## config.mk

```make
export PLATFORM = sky130hd
export DESIGN_NAME = accel_ctrl
export DESIGN_NICKNAME = d
export VERILOG_FILES = /design/src/rtl/accel_ctrl.sv
export SDC_FILE = /design/constraint.sdc
export NUM_CORES = 1
export LEC_CHECK = 0
export CAP_MARGIN = 5
export CORE_MARGIN = 3
export CORE_UTILIZATION = 42
export CTS_BUF_LIST = sky130_fd_sc_hd__clkbuf_2 sky130_fd_sc_hd__clkbuf_4 sky130_fd_sc_hd__clkbuf_8
export CTS_CLUSTER_DIAMETER = 100
export DETAILED_ROUTE_END_ITERATION = 10
export HOLD_SLACK_MARGIN = 0.1
export PLACE_DENSITY = 0.89
export SKIP_LAST_GASP = 1
export SLEW_MARGIN = 20
export SYNTH_ARGS = -nofsm -noshare
export SYNTH_HDL_FRONTEND = slang
export SYNTH_SLANG_ARGS = --single-unit
```

## constraint.sdc

```tcl
create_clock -name clk -period 3.45 [get_ports clk]
set_clock_uncertainty 0.2 [all_clocks]
set_input_delay 0.8625 -clock clk [delete_from_list [all_inputs] [get_ports clk]]
set_output_delay 0.8625 -clock clk [all_outputs]
set_load 0.01 [all_outputs]
```

## src/rtl/accel_ctrl.sv

```systemverilog
// accel_ctrl: job control and result writeback shell for the convolution
// accelerator. Latches a job configuration on start, pulses a datapath clear,
// translates virtual read addresses, arbitrates allocator results round-robin
// and writes them sequentially to the output region.
module accel_ctrl #(
  parameter int NUM_ALLOC = 4,
  parameter int DATA_W    = 18,
  parameter int ADDR_W    = 16
) (
  input  logic                          clk,
  input  logic                          rst,
  input  logic                          start,
  input  logic [ADDR_W-1:0]             cfg_image_offset,
  input  logic [ADDR_W-1:0]             cfg_filter_offset,
  input  logic [ADDR_W-1:0]             cfg_output_offset,
  input  logic [15:0]                   cfg_result_count,
  output logic                          busy,
  output logic                          done,
  output logic                          error,
  output logic                          sub_rst,
  input  logic                          issue_done,
  input  logic                          filter_done,
  input  logic [ADDR_W-1:0]             imem_addr_virt,
  output logic [ADDR_W-1:0]             imem_addr_phys,
  input  logic [ADDR_W-1:0]             fmem_addr_virt,
  output logic [ADDR_W-1:0]             fmem_addr_phys,
  input  logic [NUM_ALLOC-1:0]          result_ready,
  input  logic [NUM_ALLOC*DATA_W-1:0]   result_data,
  output logic [NUM_ALLOC-1:0]          result_ack,
  output logic [ADDR_W-1:0]             write_addr,
  output logic [DATA_W-1:0]             write_data,
  output logic                          write_en,
  output logic [15:0]                   results_written
);

  localparam int          PTR_W = (NUM_ALLOC > 1) ? $clog2(NUM_ALLOC) : 1;
  localparam int unsigned N_CH  = NUM_ALLOC;

  localparam logic [2:0] S_IDLE  = 3'd0;
  localparam logic [2:0] S_CLEAR = 3'd1;
  localparam logic [2:0] S_RUN   = 3'd2;
  localparam logic [2:0] S_DRAIN = 3'd3;
  localparam logic [2:0] S_DONE  = 3'd4;

  logic [2:0]        state;
  logic              first_run;
  logic [ADDR_W-1:0] img_off;
  logic [ADDR_W-1:0] flt_off;
  logic [ADDR_W-1:0] out_off;
  logic [15:0]       res_cnt;
  logic [PTR_W-1:0]  ptr;
  logic [PTR_W-1:0]  gnt_idx;
  logic [PTR_W-1:0]  ptr_next;
  logic              gnt_vld;
  logic              arb_state;
  logic              arb_on;
  logic              overflow;
  int unsigned       cand;

  // Status decode and address translation
  always_comb begin
    busy           = (state == S_CLEAR) || (state == S_RUN) || (state == S_DRAIN);
    done           = (state == S_DONE);
    sub_rst        = (state == S_CLEAR);
    imem_addr_phys = imem_addr_virt + img_off;
    fmem_addr_phys = fmem_addr_virt + flt_off;
  end

  // Round-robin grant: first ready channel at or after ptr, cyclically.
  // Writes are counted on the edge that raises write_en, so the count alone
  // tells whether another result may still be accepted.
  always_comb begin
    arb_state  = (state == S_RUN) || (state == S_DRAIN);
    arb_on     = arb_state && (results_written != res_cnt);
    overflow   = arb_state && (results_written == res_cnt) && (|result_ready);
    gnt_vld    = 1'b0;
    gnt_idx    = '0;
    cand       = 0;
    for (int unsigned k = 0; k < N_CH; k++) begin
      cand = 32'(ptr) + k;
      if (cand >= N_CH) cand = cand - N_CH;
      if (arb_on && !gnt_vld && result_ready[cand[PTR_W-1:0]]) begin
        gnt_vld = 1'b1;
        gnt_idx = cand[PTR_W-1:0];
      end
    end
    result_ack = '0;
    if (gnt_vld) result_ack[gnt_idx] = 1'b1;
    ptr_next = (gnt_idx == PTR_W'(NUM_ALLOC - 1)) ? '0 : gnt_idx + 1'b1;
  end

  // Job FSM, configuration latch, pointer, error flag and writeback register
  always_ff @(posedge clk) begin
    if (rst) begin
      state           <= S_IDLE;
      first_run       <= 1'b0;
      img_off         <= '0;
      flt_off         <= '0;
      out_off         <= '0;
      res_cnt         <= '0;
      ptr             <= '0;
      error           <= 1'b0;
      write_en        <= 1'b0;
      write_addr      <= '0;
      write_data      <= '0;
      results_written <= '0;
    end else begin
      write_en <= gnt_vld;
      if (gnt_vld) begin
        write_data      <= result_data[gnt_idx*DATA_W +: DATA_W];
        write_addr      <= out_off + ADDR_W'(results_written);
        results_written <= results_written + 16'd1;
        ptr             <= ptr_next;
      end
      if (overflow) error <= 1'b1;

      case (state)
        S_IDLE, S_DONE: begin
          if (start) begin
            img_off         <= cfg_image_offset;
            flt_off         <= cfg_filter_offset;
            out_off         <= cfg_output_offset;
            res_cnt         <= cfg_result_count;
            results_written <= '0;
            ptr             <= '0;
            error           <= 1'b0;
            state           <= S_CLEAR;
          end
        end
        S_CLEAR: begin
          first_run <= 1'b1;
          state     <= S_RUN;
        end
        S_RUN: begin
          first_run <= 1'b0;
          if (!first_run && issue_done && filter_done) state <= S_DRAIN;
        end
        S_DRAIN: begin
          if (results_written == res_cnt) state <= S_DONE;
        end
        default: state <= S_IDLE;
      endcase
    end
  end

endmodule
```

# == After elaboration in Yosys (flattened, before gate mapping) ==
# Index checks and enable logic that the tools add are counted.
# totals
regBits,122
inputBits,177
output_inout_bits,91
elab_cells,110
# classes
add_sub_neg,12
multipliers,1
magnitude_cmp,10
eq_ne,10
shift,1
n_mux,38
n_reduce_logical,26
# ops
operator,count
72-bit by 8-bit indexed part select with 18-bit output,1
16-bit adder,3
16-bit 2-to-1 mux,3
2-bit 2-to-1 mux,12
16-bit by 1-bit adder with 16-bit output (second input constant),1
16-bit equality test,1
16-bit inequality test,1
2-bit by 3-bit less-than comparator with 1-bit output (second input constant),5
1-bit logical AND,13
1-bit 2-to-1 mux,12
3-bit one-hot mux with 4 select lines,1
3-bit >= comparator (second input constant),3
3-bit 2-to-1 mux,3
1-bit binary-select mux with 2-bit select,4
2-bit by 1-bit subtractor with 2-bit output (second input constant),4
2-bit by 2-bit adder with 3-bit output (second input constant),2
3-bit by 2-bit equality test with 1-bit output (second input constant),2
2-bit by 4-bit multiplier with 6-bit output (second input constant),1
1-bit logical NOT,4
4-bit 2-to-1 mux,1
2-bit by 1-bit inequality test with 1-bit output (second input constant),2
4-bit OR reduction,1
2-bit by 1-bit adder with 3-bit output (second input constant),1
3-bit by 1-bit equality test with 1-bit output (second input constant),1
14 further kinds,16

# == Logic depth before layout (Yosys ltp) ==
# logic_depth
word_depth,23
depth_mapped,10
ltp_nobuf,10

# == Worst setup path before layout ==
# Ideal clock, no wire load.
# synth_path
path_type,input to output
from,input imem_addr_virt[0]
to,output imem_addr_phys[14]
arrival_time_ps,2818
required_ps,2388
setup_slack_ps,-430
path_stages,10
path_buffers,0
path_cell_list,ha_1 > inv_1 > fa_1 > nor2b_1 > o21ai_0 > a21bo_2 > a211o_1 > nand3_1 > nand2_1 > o311ai_0
# synth_between
elab_chain_cells,1
# synth_rtl
element,line,rtl
"start, declared",23,"input logic [ADDR_W-1:0] imem_addr_virt,"
16-bit adder,65,imem_addr_phys = imem_addr_virt + img_off;
"end, declared",24,"output logic [ADDR_W-1:0] imem_addr_phys,"
# Every way passes these cells.

# == Worst setup path in the final report ==
# layout_path
from,input fmem_addr_virt[1]
to,output fmem_addr_phys[15]
# layout_between
elab_chain_cells,1
# layout_rtl
element,line,rtl
"start, declared",25,"input logic [ADDR_W-1:0] fmem_addr_virt,"
16-bit adder,66,fmem_addr_phys = fmem_addr_virt + flt_off;
"end, declared",26,"output logic [ADDR_W-1:0] fmem_addr_phys,"
# Every way passes these cells.

==> results <==
- The run finished, with violations left.
- The checks that failed: negative setup slack.
- The path class of the tightest hold or removal check is reg2reg.
- The initial antenna violation count is 3.
- In this run, the number of DRC markers left after iteration 0 of detailed routing was slightly below 500.
- The number of cell rows is 47.
- Setup repair after global routing could not meet its margin everywhere.
- Synthesis instantiated between 60 and 70 different standard cells from the library.
- Counting along the longest clock path gives a buffer depth of 2.
- The data arrival time of the critical path is 2.89 ns.
- The number of global-route vias before repair is roughly 8,200.
- STA classifies the critical path startpoint as an input port.
- The H-tree generated during clock tree synthesis spans 4 levels.
- Dividing the detail-routed via count by the number of cells gives ~5.4.
- When the netlist entered floorplanning its net count stood at 1,127.
- The clock edge transition at the registers on the reported setup and hold paths is about 0.070 ns.
- The largest stage delay on the critical path is approximately 0.38 ns.
- After detailed placement, the design holds a cell count of 1,442.
- For the pin with the worst max-slew slack, the measured transition is 0.838 ns.
- The clock tree from TritonCTS is yes.
- The first-pass GRT wire length is around 40,000 um.
- The final-report setup violation count is 23.
- The number of CTS-inserted buffers is 17.
- The width of the die is 138 um.
- The fraction of the yosys area taken by sequential cells is around a third.
- The worst setup path is captured at an output port.
- Excluding fillers, the count of instances in the completed layout stands at approximately 1,500.
- The die span in y is approximately 140 um.
- Summed over all layers, the global routing overflow is 0.
- After detailed routing, the average wire length per cell comes to around 18 um.
- In this run the mean area of a mapped cell was roughly 8.1 um2.
- The prevailing post-synth register cell is sky130_fd_sc_hd__dfxtp_1.
- The worst setup path category is in2out.
- The wire length after detailed routing is between 20,000 and 30,000 um.
- The most common library cell in the layout ignoring fill and taps is sky130_fd_sc_hd__clkdlybuf4s50_1.
- The final worst setup slack is -0.504 ns.
- Counting the fill cells in the layout gives approximately 1,200.
- The power density of the placed cells is around 350 nW/um2.
- The floorplan step defined a core boundary enclosing around 17,000 um2.
- The post-layout net count is 1,507.
- The HPWL after detailed placement is ~19,000 um.
- Walking the worst path, the cells encountered are buf_8, ha_4, a211oi_2, nor2_2, o41a_1, a211oi_4, buf_4, nor3_2, o211a_1, a211oi_2, buf_2.
- The layout overhead on the synthesized area is 65.7%.
- Among all stages on the critical path, the largest delay is contributed by sky130_fd_sc_hd__o41a_1.
- The relative slew slack is between 40% and 50%.
- Entering global routing, the biggest net connects 66 pins.
- For this run, asynchronously set or reset flops after synthesis account for 0%.
- Across every metal layer, demand over resource in global routing totals between 20% and 30%.
- Along the worst path, the maximum fanout reaches 2.
- The top cell types in the final layout, fill and taps aside, are sky130_fd_sc_hd__clkdlybuf4s50_1, sky130_fd_sc_hd__nand2_1, sky130_fd_sc_hd__buf_4.
- The final period demand of the worst path is between 3 and 4 ns.
- The final count of pins violating max slew came to 0.
- The share of post-route cells with drive strength above 1 is a little over a quarter.
- The first-pass detailed-route iteration total is 5.
- The worst path uses 115% of the clock period.
- The final hold violation count is 0.
- In this run, synthesis inferred 0 flip-flops with an integrated enable.
- Clock tree synthesis found a total of 122 sinks.
- The maximum operating frequency is around 250 MHz.
- The flip-flop and latch count after synthesis is between 100 and 150.
- Routability-driven placement finished with a final weighted congestion of ~0.97.
- The number of remaining DRC errors is 0.
- At the later pin of the worst-skew pair, clock insertion delay measures between 0.4 and 0.5 ns.
- The post-detailed-route count of antenna-violating nets is 0.
- The static leakage power is around 0.0049 uW.
- The netlist area before placement is between 7000 and 8000 um2.
- The post-placement worst setup slack is -1.36 ns.
- The initial core utilization is a little over two fifths.
- The cell count after synthesis came out at roughly 900.
- For this run, the number of Yosys warnings is 0.
- Across the VDD grid, the largest voltage drop is approximately 0.27 mV.
- The tool flagged a number of max-cap violations equal to 0.
- Summing over every cut layer, the via total after detailed routing is between 8,000 and 9,000.
- The data required time at the worst endpoint is between 2 and 2.5 ns.
- After clock tree synthesis, the flow added hold-fix buffers numbering 0.
- The die covers 19,000 um2.
- During placement, the flow inserted port buffers numbering around 270.
- The cell repeated most along the worst path is sky130_fd_sc_hd__a211oi_2.
- approximately 270 I/O pins were placed.
- The tree is rooted in a sky130_fd_sc_hd__clkbuf_8.
[worst max-delay path: cells and delay by family]
family | cells | cell delay, ns
fa+ha+maj | 1 | 0.23
simple gates | 2 | 0.13
compound gates | 5 | 1.25
buf+inv | 3 | 0.41
[Yosys cell counts (4+ instances only)]
cell type	instances	area, um2
sky130_fd_sc_hd__nand2_1	177	664
sky130_fd_sc_hd__dfxtp_1	122	2440
sky130_fd_sc_hd__a21oi_1	101	505
sky130_fd_sc_hd__nor2_1	65	244
sky130_fd_sc_hd__ha_1	50	626
sky130_fd_sc_hd__xnor2_1	50	438
sky130_fd_sc_hd__inv_1	23	86.3
sky130_fd_sc_hd__clkbuf_1	22	82.6
sky130_fd_sc_hd__nor3_1	22	110
sky130_fd_sc_hd__nand3_1	20	100
sky130_fd_sc_hd__mux2_2	19	214
sky130_fd_sc_hd__mux2i_1	19	190
sky130_fd_sc_hd__o21ai_0	19	95.1
sky130_fd_sc_hd__a221o_1	18	180
sky130_fd_sc_hd__xor2_1	15	131
sky130_fd_sc_hd__and2_1	13	81.3
sky130_fd_sc_hd__a211oi_1	11	82.6
sky130_fd_sc_hd__nand4_1	11	68.8
sky130_fd_sc_hd__nor2b_1	11	68.8
sky130_fd_sc_hd__and3_1	7	43.8
sky130_fd_sc_hd__or3_1	7	43.8
sky130_fd_sc_hd__a21o_1	6	45.0
sky130_fd_sc_hd__nand2b_1	6	37.5
sky130_fd_sc_hd__a31oi_1	5	31.3
sky130_fd_sc_hd__buf_1	5	18.8
sky130_fd_sc_hd__buf_4	5	37.5
sky130_fd_sc_hd__o211ai_1	5	37.5
sky130_fd_sc_hd__a211o_1	4	35.0
sky130_fd_sc_hd__buf_6	4	45.0
sky130_fd_sc_hd__o21a_1	4	30.0
sky130_fd_sc_hd__or2_2	4	25.0
[cell families after synthesis]
group | synth area share, %
compound gates | 16.9
mux | 5.53
fa+ha+maj | 9.39
flops | 33.4
simple gates | 22.6
xor+xnor | 7.79
buf+inv | 4.32
[routing by layer]
layer  up-vias  share of wire, %  GRT usage (%)
li1       3904                 -              -
met1      3863                38           29.4
met2       330                51           46.0
met3       102               6.0           5.70
met4         0               5.3           15.4
met5         -                 0              0
[per-stage QoR]
step	instance area (um2)	setup TNS, ns	hold slack [ns]	util [%]	total power (uW)
global placement	10900	-25.86	0.242	64.9	2770
global route	12100	-7.69	0.281	72.0	4460
CTS	11800	-4.38	0.254	70.4	4220
finish	12100	-6.05	0.253	72.0	4270
detailed placement	10900	-29.03	0.243	64.9	2810
floorplan	7430	-0.354	0.240	-	2160
[worst paths after layout]
kind,startpoint,depth (start not counted),to,slack (ns)
worst min register to register,write_addr[7],2,write_addr[7],0.25
worst max register to register,results_written[1],10,write_addr[15],0.43
worst min-delay path,write_addr[7],2,write_addr[7],0.25
worst max-delay path,fmem_addr_virt[1],11,fmem_addr_phys[15],-0.50
[flip-flops by register name, summed over array words and instances, names as in the netlist]
name             flops
flt_off             16
state                3
img_off             16
write_addr          16
results_written     16
res_cnt             16
error                1
ptr                  2
write_data          18
write_en             1
out_off             16
first_run            1
[where the power goes]
group | switching [uW] | internal [uW]
clock | 590 | 756
sequential | 61.1 | 1490
combinational | 634 | 740
[area by class of cell]
class,instances,area [um2],share of cell area (%)
clock buffers,21,270,2.23
clock inverters,11,145,1.20
flip-flops and latches,122,2460,20.3
repair buffers,401,3640,30.0
inverters,23,91.3,0.755
well taps,220,275,2.27
diodes,3,7.51,0.0620
multi-input cells,712,5220,43.1
[what timing repair did]
action                                  in CTS  in global routing
endpoints found under the setup margin      34                 27
pin swaps                                   66                 42
setup buffers                               33                  7
gates resized for setup                    238                 66
No activity file was read; power rests on OpenSTA's default activity.
==> variant 1, RTL diff (same flow settings) <==
Change the parameter `NUM_ALLOC` from 4 to 8.
--- a/src/rtl/accel_ctrl.sv
+++ b/src/rtl/accel_ctrl.sv
@@ -3,7 +3,7 @@
 // translates virtual read addresses, arbitrates allocator results round-robin
 // and writes them sequentially to the output region.
 module accel_ctrl #(
-  parameter int NUM_ALLOC = 4,
+  parameter int NUM_ALLOC = 8,
   parameter int DATA_W    = 18,
   parameter int ADDR_W    = 16
 ) (
Ports: changed (resized result_ack, result_data and result_ready); port bits go from 268 to 348. The function was not compared with the original's and may differ.
==> variant 1 against the original RTL <==
  * The flow still finishes with violations (setup timing)
  * Sequential cell count increased by 1
  * Count of clock-buffer cells in the layout decreased by 3
  * Area after synthesis increased by 21%
  * Register-to-register slack got worse by 1100 ps
  * Total power increased by 22%
  * Wire length increased by 43%
  * Worst setup slack got worse by 710 ps
  * Global-route usage increased by 5.3 points
  * Design area increased by 30%
  * Critical path type is now flop to primary output
==> variant 1: results <==
[run_status]
violations = setup timing
status = complete, but fails checks

[critical_path]
path_max_fanout = 5
slowest_delay_ps = 490
crit_path_top_delay_cell = mux4_2
crit_arrival_ps = 3600
critPathLaunchType = flop

[power_and_ir_drop]
power_leakage_nw = 6.291
ir_worst_vdd_mv = 0.2353

[global_route]
grt_max_degree = 52
antenna_found_initial = 0

[timing]
setup_viol = 52
fin_ws_ps = -1213
max_slew_margin_pct = 52.01
setup_tns_ps = -31690

[logic_synthesis]
synth_fa_ha_area_share_pct = 7.602
syn_nets = 1387
synth.area.top_cells = dfxtp_1 28%, nand2_1 9.1%, mux2i_1 8.9%
synth.distinct_cells = 72
yosys-mux-area-fraction_pct = 15.20

[drt]
wl_mm = 38.93

[placement]
gp_congestion = 0.8898
place_area_um2 = 13930
pre_cts_ws_ps = -1921
portBuffers = 347
dp_hpwl_mm = 26.36

[cells_and_area]
drive_above_1_share_pct = 29.63
antenna_cells = 0
-- variant 1: cell types whose count changed after synthesis, sizes merged, moves of 8 or more --
cell / before / now
nand2: 177 / 215
a211oi: 11 / 24
and2: 13 / 5
o211a: 1 / 15
mux4: 0 / 15
a221o: 18 / 0
nor2: 66 / 81
clkbuf: 22 / 36
mux2i: 19 / 81
inv: 23 / 32
-- variant 1: what timing repair did --
action                     in CTS  in global routing
setup endpoints to repair      73                 61
setup buffers                  65                 18
cloned                          5                  0
resized for setup             280                 84
pin swaps                      87                 59
-- variant 1: stage by stage --
step                      total power, mW  hold WS [ps]
after floorplan                     2.577         240.0
after global placement              3.508         241.3
after detailed placement            3.568         246.2
after CTS                           5.042         258.0
after global routing                5.415         277.8
final                               5.193         257.8
-- variant 1: tightest hold or removal path, delay by kind of cell (launching register included) --
kind / cells / cell delay [ps]
flops: 1 / 310
simple gates: 1 / 50
compound gates: 1 / 50
-- variant 1: layer usage --
metal  track usage [%]  vias to the layer above  share of wire (%)
li1                  -                     4914                  -
met5                 0                        -                  0
met1             33.87                     5045                 36
met4             16.55                        0                6.0
met2             58.04                      566                 51
met3             6.822                      169                7.1
-- variant 1: how the worst min path moves through the flow --
stage              startpoint              to
3_3_place_gp   write_addr[11]  write_addr[11]
2_1_floorplan     flt_off[10]     flt_off[10]
5_1_grt         write_addr[0]   write_addr[0]
6_report        write_addr[0]   write_addr[0]
3_5_place_dp   write_addr[11]  write_addr[11]
4_1_cts         write_addr[0]   write_addr[0]
-- variant 1: cell type report --
class | count | area (um2)
sequential | 123 | 2470
multi-input combinational | 871 | 6892
inverter | 32 | 127.6
clock buffer | 18 | 241.5
clock inverter | 14 | 161.4
timing repair buffer | 572 | 5466
tap | 270 | 337.8
fill | 1305 | 4798
==> variant 2, RTL diff (config.mk and constraints unchanged) <==
Made on the original files. Make the reset (`rst`) asynchronous in one clocked block.
--- a/src/rtl/accel_ctrl.sv
+++ b/src/rtl/accel_ctrl.sv
@@ -90,7 +90,7 @@
   end
 
   // Job FSM, configuration latch, pointer, error flag and writeback register
-  always_ff @(posedge clk) begin
+  always_ff @(posedge clk or posedge rst) begin
     if (rst) begin
       state           <= S_IDLE;
       first_run       <= 1'b0;
Behaviour: differs if rst is asserted again (counterexample within 4 cycles, from zero or initial values and one cycle with rst high); with rst held inactive, the same outputs for 4 cycles.
==> variant 2 against the original RTL <==
  * The run still ends with setup timing left
  * Wire length down 13%
  * Synthesized cell count down 8.2%
  * Worst setup slack worse by 10 ps
  * Area after synthesis up 4.6%
  * Sequential cell count unchanged
  * Design area up 0.83%
  * Core utilization down 2.4 points
  * Critical path type unchanged
  * Critical endpoint is now imem_addr_phys[15]
  * Highest routed layer unchanged
Power is not compared: it rests on default switching activity, and its combinational part moved more than twofold at a synthesized area within 25%.
==> variant 2: results <==
[worst_hold_path]
holdCritStartpoint = write_addr[4]
hold_path_class = flop to flop

[timing]
fin_ws_ps = -514.5
setup_viol = 18
hold_slack_ps = 280.4
setup_tns_ps = -3667
worst_slew_pin_slew_ps = 602.5

[drt]
wl_mm = 23.83
wire_per_inst_um = 16.76
wl_met3_mm = 1.579
met2_length_mm = 11.96
vias_per_cell = 5.182
drt_iter0_markers = 214
drt-met1-wl_mm = 9.329

[logic_synthesis]
avgSynthCellArea_um2 = 9.281
synthArstFlopShare_pct = 100.0
synth_compound_area_share_pct = 13.17
yosys-mux-area-fraction_pct = 9.124
ys_seq_elements = 122
synth_fa_ha_area_share_pct = 8.976
synth.area.top_cells = dfrtp_1 40%, mux2_2 9.0%, ha_1 8.2%
synth_xor_area_share_pct = 7.224
syn_nets = 1053
ys_seq_area_share_pct = 39.97
synth.distinct_cells = 57

[critical_path]
path_max_fanout = 3
cp-startpoint = imem_addr_virt[4]
crit_arrival_ps = 2900
crit_path_top_delay_cell = a2111oi_4
slowest_delay_ps = 340
worstReg2RegStart = results_written[8]

[cells_and_area]
fill_cells = 1295
regMostFlops = write_data
syn_to_final_growth_pct = 59.79
nets = 1413
multi_input_area_share_pct = 40.81
nClkBuffers = 18
buffer_area_share_pct = 27.82
antenna_cells = 1
multi_input_cells = 645
clkCellAreaFrac_pct = 3.270
regArea_um2 = 3053
signal_buffers = 374
multi_input_area_um2 = 4981

[placement]
pre_cts_ws_ps = -1275
place_area_um2 = 11290
gp_congestion = 0.8906
dp_hpwl_mm = 17.15

[global_route]
antenna_found_initial = 1
grt_max_degree = 83
grt_first_pass_wirelength_mm = 37.92
grt.met2_usage_pct = 42.16
use_met1_pct = 26.54
gr-usage-met3_pct = 6.377
grt_pass1_vias = 7739

[run_status]
status = complete, but fails checks
violations = setup timing

[power_and_ir_drop]
power_leakage_nw = 5.311
-- variant 2: changes by cell type after synthesis, sizes merged, moves of 34 or more --
cell / unedited run / this run
a21oi: 101 / 32
dfrtp: 0 / 122
o21ai: 19 / 81
nor2: 66 / 100
mux2: 19 / 61
dfxtp: 122 / 0
nand2: 177 / 110
-- variant 2: worst paths after layout --
| path | endpoint |
|---|---|
| max in group asynchronous | res_cnt[3] |
| worst max register to register | write_addr[14] |
| worst min-delay path | write_addr[4] |
| worst min register to register | write_addr[4] |
| worst max-delay path | imem_addr_phys[15] |
| min in group asynchronous | write_addr[0] |
-- variant 2: where the power goes --
| group | internal [mW] | switching [mW] |
|---|---|---|
| sequential | 1.86 | 0.294 |
| clock | 0.668 | 0.642 |
| combinational | 2.27 | 2.01 |
-- variant 2: what timing repair did --
| action | 4_1_cts | 5_1_grt |
|---|---|---|
| setup endpoints to repair | 34 | 28 |
| gates cloned | 0 | 0 |
| pin swaps | 76 | 40 |
| buffers inserted | 22 | 9 |
| resized for setup | 222 | 44 |
